==> src/rtl/mem_wb_stage.sv <==
// Memory-access stage and MEM/WB pipeline register.
// Optional stuck-access timeout: define MEM_WB_TIMEOUT_EN.
module mem_wb_stage #(
  parameter int TIMEOUT_CYCLES = 255
) (
  input  logic        CLK,
  input  logic        RST,
  input  logic        d_ren_i,
  input  logic        d_wen_i,
  input  logic [31:0] dmemaddr_i,
  input  logic [31:0] dmemstore_i,
  input  logic        wen_i,
  input  logic [4:0]  wsel_i,
  input  logic [2:0]  wmux_i,
  input  logic [31:0] lui_i,
  input  logic [31:0] npc_i,
  input  logic [31:0] imemload_i,
  input  logic        halt_i,
  input  logic        wb_flush,
  input  logic        dhit,
  input  logic [31:0] dmemload,
  output logic        dREN,
  output logic        dWEN,
  output logic [31:0] daddr,
  output logic [31:0] dstore,
  output logic        mem_stall,
  output logic        wb_wen,
  output logic [4:0]  wb_wsel,
  output logic [2:0]  wb_wmux,
  output logic [31:0] wb_alu,
  output logic [31:0] wb_lui,
  output logic [31:0] wb_npc,
  output logic [31:0] wb_dmemload,
  output logic [31:0] wb_imemload,
  output logic        wb_halt,
  output logic        mem_err
);

  typedef enum logic [1:0] {
    IDLE,
    WAIT,
    HALTED
  } state_t;

  typedef struct packed {
    logic        wen;
    logic [4:0]  wsel;
    logic [2:0]  wmux;
    logic [31:0] alu;
    logic [31:0] lui;
    logic [31:0] npc;
    logic [31:0] dload;
    logic [31:0] iload;
    logic        halt;
  } mem_wb_t;

  state_t  state;
  mem_wb_t wb_q;
  mem_wb_t wb_d;
  logic    req;
  logic    tmo;
  logic    stall;
  logic    capture;

  // Reset drops the request in the same cycle it is raised
  assign req = (d_ren_i | d_wen_i) & (state != HALTED) & ~RST;

  assign dWEN   = req & d_wen_i;
  assign dREN   = req & d_ren_i & ~d_wen_i;
  assign daddr  = req ? dmemaddr_i : '0;
  assign dstore = req ? dmemstore_i : '0;

`ifdef MEM_WB_TIMEOUT_EN
  logic [7:0] cnt;
  assign tmo = (state == WAIT) & req & ~dhit &
               (cnt == 8'(TIMEOUT_CYCLES - 1));
`else
  logic unused_timeout;
  assign unused_timeout = ^8'(TIMEOUT_CYCLES);
  assign tmo = 1'b0;
  assign mem_err = 1'b0;
`endif

  assign stall     = req & ~dhit & ~tmo;
  assign mem_stall = stall;
  assign capture   = ~wb_flush & ~stall & (state != HALTED);

  always_ff @(posedge CLK or posedge RST) begin
    if (RST) begin
      state <= IDLE;
`ifdef MEM_WB_TIMEOUT_EN
      cnt     <= '0;
      mem_err <= 1'b0;
`endif
    end else begin
      unique case (state)
        IDLE: begin
          if (capture & halt_i)
            state <= HALTED;
          else if (stall)
            state <= WAIT;
        end
        WAIT: begin
          if (capture & halt_i)
            state <= HALTED;
          else if (~stall)
            state <= IDLE;
        end
        HALTED: state <= HALTED;
        default: state <= IDLE;
      endcase
`ifdef MEM_WB_TIMEOUT_EN
      cnt     <= (state == WAIT) ? cnt + 8'd1 : '0;
      mem_err <= mem_err | tmo;
`endif
    end
  end

  always_comb begin
    wb_d       = '0;
    wb_d.wen   = wen_i;
    wb_d.wsel  = wsel_i;
    wb_d.wmux  = wmux_i;
    wb_d.alu   = dmemaddr_i;
    wb_d.lui   = lui_i;
    wb_d.npc   = npc_i;
    wb_d.dload = (dREN & ~tmo) ? dmemload : '0;
    wb_d.iload = imemload_i;
    wb_d.halt  = halt_i;
  end

  // Stalled cycles write a bubble so WB never repeats a write
  always_ff @(posedge CLK or posedge RST) begin
    if (RST)
      wb_q <= '0;
    else if (state != HALTED)
      wb_q <= (wb_flush | stall) ? '0 : wb_d;
  end

  assign wb_wen      = wb_q.wen;
  assign wb_wsel     = wb_q.wsel;
  assign wb_wmux     = wb_q.wmux;
  assign wb_alu      = wb_q.alu;
  assign wb_lui      = wb_q.lui;
  assign wb_npc      = wb_q.npc;
  assign wb_dmemload = wb_q.dload;
  assign wb_imemload = wb_q.iload;
  assign wb_halt     = wb_q.halt;

endmodule

==> config.mk <==
export PLATFORM = sky130hd
export DESIGN_NAME = mem_wb_stage
export DESIGN_NICKNAME = d
export VERILOG_FILES = /design/src/rtl/mem_wb_stage.sv
export SDC_FILE = /design/constraint.sdc
export NUM_CORES = 1
export LEC_CHECK = 0
export CORE_AREA = 2 2 172 174
export CTS_CLUSTER_DIAMETER = 60
export DETAILED_ROUTE_END_ITERATION = 10
export DIE_AREA = 0 0 174 176
export PLACE_DENSITY_LB_ADDON = 0.12
export SYNTH_ARGS = -nofsm -noshare
export SYNTH_HDL_FRONTEND = slang
export SYNTH_SLANG_ARGS = --single-unit
==> constraint.sdc <==
create_clock -name CLK -period 6.5 [get_ports CLK]
set_clock_uncertainty 0.15 [all_clocks]
set_input_delay 0.65 -clock CLK [delete_from_list [all_inputs] [get_ports CLK]]
set_output_delay 0.65 -clock CLK [all_outputs]
set_load 0.05 [all_outputs]
==> summary.txt <==
status = finished clean
IO Port Bufs = 444
core region area = 28500 sq um
Starting Density = 26.4%
register area share after synthesis = 57.2%
Setup Total Neg Slack = 0 ps
initial antenna violation count = 3
Crit Path Category = reg2out
met2 wire len = 14600 um
DRT antenna net count = 0
Die Span Y = 176 um
Comb pwr share = 56.3%
Sink Count = 172
worst path required time = 5700 ps
Top Family by Delay on Critical Path = buffers and inverters
crit-path max FO = 73
fraction of layout cells with a size suffix above 1 = 20.7%
Slew @ Worst Pin = 1090 ps
CP Data Arrival Time = 3400 ps
top cells by area, synth = dfrtp_1 57%, a31o_2 16%, and2_1 11%, and3_1 5.6%, a22o_2 3.7%
clk buf depth = 2
met3 wire length = 2060 um
GRT Total Usage = 18.3%
Max Slew Vio Count = 0
wl on met1 = 11700 um
routed len/inst = 20.1 um
CTS tree = done
Clk pwr share = 17.6%
Die W = 174 um
worst path bufs/invs = 2
Cells after Synth = 626
dpl ws = 2580 ps
initial detailed-routing violation count = 357
Relative slew margins = 27.4%
cts repair resizes = 0
RSZ-0062 raised after global routing = false
row cnt = 62
Seq pwr share = 26.1%
# hold bufs at CTS = 0
final worst-path cycle share = 64.6%
Post-CTS Setup Bufs = 0
Root Buffer = clkbuf_16
slowest stage delay, CP = 840 ps
final setup violation count = 0
pin count of the biggest net entering global routing = 80
Max Fclk = 0.238 GHz
cell taking the most area after synthesis = dfrtp_1
Cell Chain, Critical Path = nand2b_4 -> buf_4 -> and3_1 -> clkdlybuf4s50_1
# IOs = 446
power density cells = 463 nW/um^2
leakage power = 5.70 nW
P&R area growth vs syn = 70.6%
Slowest-stage cell, CP = clkdlybuf4s50_1
CP Launch Type = flip-flop
gpl congestion = 0.744
H-tree levels = 4
drt first pass iters = 4
crit end category = primary output
final net count = 1240
Clock Latency Late Sink = 420 ps
Int Pwr = 3.10 mW
HPWL after detailed placement = 19600 um
final hold viol count = 0
die area = 30600 sq um
synth unique cells = 20
Max VDD drop = 0.236 mV
clock slew at reported path FFs = 70 ps
Num CTS Buffers = 17
sw frac = 47.8%
vias in the first global route = 6889
#FFs+latches synth = 172
DRC violations left = 0
worst hold-check path type = reg2reg
highest metal used = met5
DRT Wirelength = 28800 um
Psw = 2.84 mW
Synth Area per Inst = 12.0 sq um
first-pass GRT wire length = 43200 um
gr ovfl total = 0
max_cap viols = 0
slack of the critical path = 2300 ps
Yosys top cell area share = 57.2%
vias per cell = 4.61
Via Count = 6601
post-layout min period = 4200 ps
mapped cell area = 7520 sq um
Syn. warnings = 0
Synth Net Count = 834
worst paths after layout:
path	from	to	slack, ps	cells after the start
worst max-delay path	state[0]	dstore[13]	2300	4
worst min-delay path	wb_dmemload[22]	wb_dmemload[22]	360	1
worst max register to register	state[1]	wb_lui[20]	3900	4
worst min register to register	wb_dmemload[22]	wb_dmemload[22]	360	1
max in group asynchronous	RST	wb_lui[11]	4410	3
min in group asynchronous	RST	wb_imemload[2]	520	2
layer usage:
layer	global-route usage, %	vias to the layer above
li1	-	3072
met1	22.2	3239
met2	31.3	259
met3	5.86	29
met4	4.87	2
met5	0	-
cell usage after synthesis (all sizes together):
master,instances
inv,3
a22o,32
clkbuf,38
and3,67
nand2b,1
nor4,1
nor2,1
and2,138
o21ba,1
or3b,1
a21oi,1
a31o,139
nor2b,1
dfrtp,172
buf,29
conb,1
power by group through the flow:
| stage | Clock (mW) | Sequential (mW) | Combinational (mW) |
|---|---|---|---|
| global placement | 0 | 1.56 | 3.38 |
| floorplan | 0 | 2.72 | 1.04 |
| CTS | 1.08 | 1.56 | 3.38 |
| detailed placement | 0 | 1.57 | 3.37 |
| global route | 1.12 | 1.60 | 3.50 |
| finish | 1.04 | 1.55 | 3.34 |
per-stage QoR:
stage          hold slack, ps  total power [mW]  cells  util, %  instance area (sq um)
2_1_floorplan             407              3.76    626        -                   7520
3_3_place_gp              339              4.94   1397     42.8                  12200
3_5_place_dp              341              4.94   1397     42.8                  12200
4_1_cts                   362              6.02   1429     44.9                  12800
5_1_grt                   370              6.21   1430     45.0                  12800
6_report                  358              5.94   1431     45.0                  12800
cell usage in the layout (no fill, tap or decap), drive strengths merged, types with 2 or more instances in the layout:
cell type	n
inv	10
clkinv	5
clkdlybuf4s50	444
a31o	139
and3	67
and2	138
buf	10
a22o	32
diode	2
dfrtp	172
clkbuf	19
state kept, by name, indices dropped and copies added (netlist names):
register     count
wb_wsel          5
state            2
wb_wen           1
wb_halt          1
wb_npc          32
wb_dmemload     32
wb_lui          32
wb_wmux          3
wb_alu          32
wb_imemload     32
logic make-up (layout without fill, tap and decap cells):
kind of cell | Yosys count | count (layout) | synth area share (%)
flops | 172 | 172 | 57.2
compound gates | 173 | 173 | 20.6
other cells | 1 | 3 | 0.0498
buf+inv | 70 | 489 | 4.32
simple gates | 210 | 210 | 17.8
area by class of cell:
class	instances	area, sq um
inverter	3	16.3
tap	384	480
fill	2769	15700
antenna	2	5.00
timing repair buffer	454	4520
sequential	172	4300
multi-input combinational	384	2910
clock inverter	13	148
clock buffer	19	453
No activity file was read; power rests on OpenSTA's default activity.
